### src/rtl/tx_pkg.sv
// Shared types and helpers for the UART transmit frame controller.
// Frame layout: start bit, data bits LSB first, optional parity bit, stop bit.
package tx_pkg;

    typedef enum logic [2:0] {
        IDLE,
        START,
        DATA,
        PARITY,
        STOP
    } tx_state_t;

    localparam int PARITY_MODE_EVEN = 0;
    localparam int PARITY_MODE_ODD  = 1;

    function automatic int frame_width(input int data_width, input int parity_en);
        return 1 + data_width + ((parity_en != 0) ? 1 : 0) + 1;
    endfunction

endpackage

### src/rtl/tx_baud_gen.sv
// Bit-period timer: counts 0..BAUD_DIV-1 while enabled and flags the last cycle
// of every bit period. The counter is held at zero while cleared.
module tx_baud_gen #(
    parameter int BAUD_DIV = 5208
) (
    input  logic clk,
    input  logic rst,
    input  logic enable,
    input  logic clear,
    output logic baud_tick
);

    localparam int CW = (BAUD_DIV > 1) ? $clog2(BAUD_DIV) : 1;
    localparam logic [CW-1:0] LAST_COUNT = CW'(BAUD_DIV - 1);

    logic [CW-1:0] count;

    always_ff @(posedge clk or posedge rst) begin
        if (rst) begin
            count <= '0;
        end else if (clear) begin
            count <= '0;
        end else if (enable) begin
            count <= (count == LAST_COUNT) ? '0 : count + 1'b1;
        end
    end

    assign baud_tick = enable && (count == LAST_COUNT);

endmodule

### src/rtl/tx_frame_ctrl.sv
// UART transmit frame controller: accepts a word over valid/ready, then serialises
// start, data (LSB first), optional parity and stop bits at the baud rate.
module tx_frame_ctrl
    import tx_pkg::*;
#(
    parameter int BAUD_DIV   = 5208,
    parameter int DATA_WIDTH = 8,
    parameter int PARITY_EN  = 1,
    parameter int PARITY_ODD = 0
) (
    input  logic                  tx_clk,
    input  logic                  tx_arst,
    input  logic [DATA_WIDTH-1:0] tx_data,
    input  logic                  tx_valid,
    output logic                  tx_ready,
    output logic                  tx_out,
    output logic                  tx_busy,
    output logic                  tx_done,
    output logic                  baud_tick,
    output logic [3:0]            bit_select
);

    localparam int         FRAME_WIDTH = frame_width(DATA_WIDTH, PARITY_EN);
    localparam logic [3:0] LAST_DATA   = 4'(DATA_WIDTH);
    localparam logic [3:0] STOP_INDEX  = 4'(FRAME_WIDTH - 1);
    localparam logic       ODD_SELECT  = (PARITY_ODD == PARITY_MODE_ODD);

    tx_state_t             state;
    tx_state_t             state_next;
    logic [DATA_WIDTH-1:0] shift_reg;
    logic [DATA_WIDTH-1:0] shift_next;
    logic                  parity_bit;
    logic                  parity_next;
    logic                  tx_out_next;
    logic [3:0]            bit_select_next;
    logic                  is_idle;

    assign is_idle  = (state == IDLE);
    assign tx_ready = is_idle;
    assign tx_done  = baud_tick && (state == STOP);

    tx_baud_gen #(
        .BAUD_DIV (BAUD_DIV)
    ) u_baud_gen (
        .clk       (tx_clk),
        .rst       (tx_arst),
        .enable    (!is_idle),
        .clear     (is_idle),
        .baud_tick (baud_tick)
    );

    always_ff @(posedge tx_clk or posedge tx_arst) begin
        if (tx_arst) begin
            state      <= IDLE;
            shift_reg  <= '0;
            parity_bit <= 1'b0;
            tx_out     <= 1'b1;
            tx_busy    <= 1'b0;
            bit_select <= '0;
        end else begin
            state      <= state_next;
            shift_reg  <= shift_next;
            parity_bit <= parity_next;
            tx_out     <= tx_out_next;
            tx_busy    <= (state_next != IDLE);
            bit_select <= bit_select_next;
        end
    end

    // tx_out is computed one cycle ahead so the line value is always a register output.
    always_comb begin
        state_next      = state;
        shift_next      = shift_reg;
        parity_next     = parity_bit;
        tx_out_next     = tx_out;
        bit_select_next = bit_select;

        case (state)
            IDLE: begin
                tx_out_next = 1'b1;
                if (tx_valid) begin
                    state_next  = START;
                    shift_next  = tx_data;
                    parity_next = (^tx_data) ^ ODD_SELECT;
                    tx_out_next = 1'b0;
                end
            end
            START: begin
                if (baud_tick) begin
                    state_next  = DATA;
                    tx_out_next = shift_reg[0];
                end
            end
            DATA: begin
                if (baud_tick) begin
                    shift_next = shift_reg >> 1;
                    if (bit_select < LAST_DATA) begin
                        tx_out_next = shift_next[0];
                    end else if (PARITY_EN != 0) begin
                        state_next  = PARITY;
                        tx_out_next = parity_bit;
                    end else begin
                        state_next  = STOP;
                        tx_out_next = 1'b1;
                    end
                end
            end
            PARITY: begin
                if (baud_tick) begin
                    state_next  = STOP;
                    tx_out_next = 1'b1;
                end
            end
            STOP: begin
                if (baud_tick) begin
                    state_next  = IDLE;
                    tx_out_next = 1'b1;
                end
            end
            default: begin
                state_next  = IDLE;
                tx_out_next = 1'b1;
            end
        endcase

        if (baud_tick) begin
            bit_select_next = (bit_select == STOP_INDEX) ? 4'd0 : bit_select + 4'd1;
        end
    end

endmodule

### config.mk
export PLATFORM = sky130hd
export DESIGN_NAME = tx_frame_ctrl
export DESIGN_NICKNAME = d
export VERILOG_FILES = /design/src/rtl/tx_pkg.sv /design/src/rtl/tx_baud_gen.sv /design/src/rtl/tx_frame_ctrl.sv
export SDC_FILE = /design/constraint.sdc
export NUM_CORES = 1
export LEC_CHECK = 0
export ABC_AREA = 1
export CAP_MARGIN = 20
export CORE_UTILIZATION = 51
export CTS_CLUSTER_SIZE = 16
export DETAILED_ROUTE_END_ITERATION = 8
export GPL_TIMING_DRIVEN = 0
export PLACE_DENSITY = 0.86
export SYNTH_ARGS = -nofsm -noshare
export SYNTH_HDL_FRONTEND = slang
export SYNTH_SLANG_ARGS = --single-unit
### constraint.sdc
create_clock -name tx_clk -period 1.41 [get_ports tx_clk]
set_clock_uncertainty 0.05 [all_clocks]
set_input_delay 0.282 -clock tx_clk [delete_from_list [all_inputs] [get_ports tx_clk]]
set_output_delay 0.282 -clock tx_clk [all_outputs]
set_load 0.005 [all_outputs]
==> metrics <==
status=finished with violations; crit path time final=1.827 ns; Max Root-Sink Buffers=2; RSZ-0062 raised after global routing=yes; power per cell area=approximately 650 nW/um^2; Area after DPL=about 2200 sq um; initial antenna violation count=0; setup ws final=-0.4169 ns; final hold violations=0; H-tree levels=2; Synth Area per Inst=between 7 and 8 sq um; slowest stage delay, CP=between 0.4 and 0.5 ns; Worst-Margin Slew=0.6641 ns; Final Util=80.77%; number of port buffers=19; largest net degree at the start of global routing=19; WP data required=1.08 ns; hold buffers post-CTS=0; die area=slightly below 4000 sq um; # diodes=0; GRT overflow=0; warnings from Yosys=0; Area Growth Syn to Fin=47.15%; ranking of synthesized cells by area=dfrtp_1, nand2_1, inv_1; nets@finish=320; final non-filler cell total=~360; Synth area leader=dfrtp_1; Worst Path Arrival=~1.5 ns; Setup WS pre-CTS=-0.6508 ns; gpl congestion=0.7934; Via density=about 5.5; Crit Path Category=flip-flop to primary output; Slew Limit Fails=0; final wirelength=5729 um; Pre-antenna DRT Iters=4; Clock Latency Late Sink=0.29 ns; hpwl dp=between 2000 and 3000 um; Post-DRT Antenna Nets=0; core box area=about 3400 sq um; Buffers & Inverters on Critical Path=2; GRT Overall Usage=between 20 and 30%; Mapped Area=1889 sq um; share of cells above drive strength 1=36.89%; commonest non-fill, non-tap cells in the layout=nand2_1, inv_1, dfrtp_1; CTS clk-pin slew, worst paths=~0.07 ns; Vias=roughly 2000; power after layout=1.797 mW; clock sink total=31; first-pass GRT wire length=slightly above 8000 um; sequential cell area fraction in the yosys report=approximately two fifths; residual DRC count=0; Mapped Nets=~250; top cell family by delay on the critical path=flip-flops; synth unique cells=31; HP Class=input port to asynchronous set/reset pin; post-synthesis sequential element count=31; maxcap violations=0; Tcrit/Tclk final=129.6%; endpoints failing setup=28; Initial DRC Count=183; Max Fanout on Critical Path=6; Initial Utilization=54.89%; Wirelength per Cell=16.14 um; # IOs=20; FMAX=547.4 MHz; Leakage=1.365 nW; Cells after DPL=307; finished layout cell area=~2800 sq um; Chip Width=62.87 um; Setup crit end kind=primary output; share of the synthesized area in the top cell type=39.74%; CTS buffer count=5; CP cell instances=nand2_1, nor2_2, nand3_4, buf_6, nor3_4, buf_2; maximum vdd drop=0.4975 mV; Setup crit start kind=flip-flop; Synth Instances=241; Root Driver=clkbuf_8; violated checks=negative setup slack; die height=62.87 um; CTS tree=yes; vias in the first global route=~1800; num rows=21; Largest register FFs=13; slowest stage cell, crit path=dfrtp_1; commonest non-fill, non-tap cell in the layout=nand2_1; slew margin rel.=between 50% and 60%
## per-layer routing
metal	part of all wire, %	track usage (%)	up-vias
met2	47	43.55	105
met4	4.8	15.70	0
li1	-	-	892
met5	0	0	-
met1	41	32.05	945
met3	6.8	6.752	28
## cells in the mapped netlist (all sizes together)
cell type	instances
a21oi	4
a21boi	1
xnor2	5
nor4	1
o211ai	3
dfstp	1
dfrtp	30
inv	41
o21ai	25
xor2	8
nor3	6
ha	1
and3	1
nand2b	1
nand3	14
buf	2
nand4	4
nor2	29
nand2	64
## path summary, 6_finish.rpt
kind / from / end / slack, ns / depth (start not counted)
worst max-delay path: u_baud_gen.count[4] / tx_done / -0.42 / 6
worst min-delay path: tx_arst / u_baud_gen.count[5] / 0.34 / 2
worst max register to register: u_baud_gen.count[1] / u_baud_gen.count[10] / -0.38 / 10
worst min register to register: shift_reg[2] / shift_reg[2] / 0.47 / 2
max in group asynchronous: tx_arst / tx_out / 0.37 / 3
min in group tx_clk: shift_reg[2] / shift_reg[2] / 0.47 / 2
## cell type report
class / count / area (sq um)
buffer: 2 / 27.53
clock buffer: 8 / 100.1
fill: 208 / 661.9
inverter: 41 / 163.9
multi-input combinational: 167 / 1052
sequential: 31 / 779.5
tap: 46 / 57.56
timing repair buffer: 60 / 599.3
## power breakdown
part	total [mW]	internal, mW	switching [mW]
Combinational	0.120	0.0570	0.0628
Sequential	0.889	0.889	0
Clock	0.788	0.445	0.343
Total	1.80	1.39	0.405
## worst reg2reg max path, cell delays in order, from the launching register on
cell     delay (ns)
dfrtp_1        0.39
ha_4           0.17
nand2_4        0.06
buf_6          0.12
buf_6          0.11
buf_12         0.12
nor2_4         0.16
nand3_2        0.13
nor2_1         0.10
nand2_1        0.06
and3_1         0.19
## stage by stage
stage / TNS [ns] / hold slack [ns]
2_1_floorplan: -0.2469 / 0.3348
3_3_place_gp: -15.91 / 0.4161
3_5_place_dp: -5.056 / 0.4257
4_1_cts: -5.452 / 0.3565
5_1_grt: -8.825 / 0.3879
6_report: -6.906 / 0.3365
## kinds of logic (layout without fill, tap and decap cells)
family	Yosys count	after routing	synth area share, %
compound gates	33	33	10.86
xor+xnor	13	13	6.027
fa+ha+maj	1	1	0.6621
buf+inv	43	111	9.736
flops	31	31	41.13
simple gates	120	120	31.59
## timing repair
| item | CTS | global route |
|---|---|---|
| resized for setup | 45 | 30 |
| cloned | 1 | 0 |
| buffers inserted | 30 | 12 |
| pin swaps | 16 | 19 |
| setup endpoints to repair | 32 | 30 |
(Power assumes the default switching activity.)
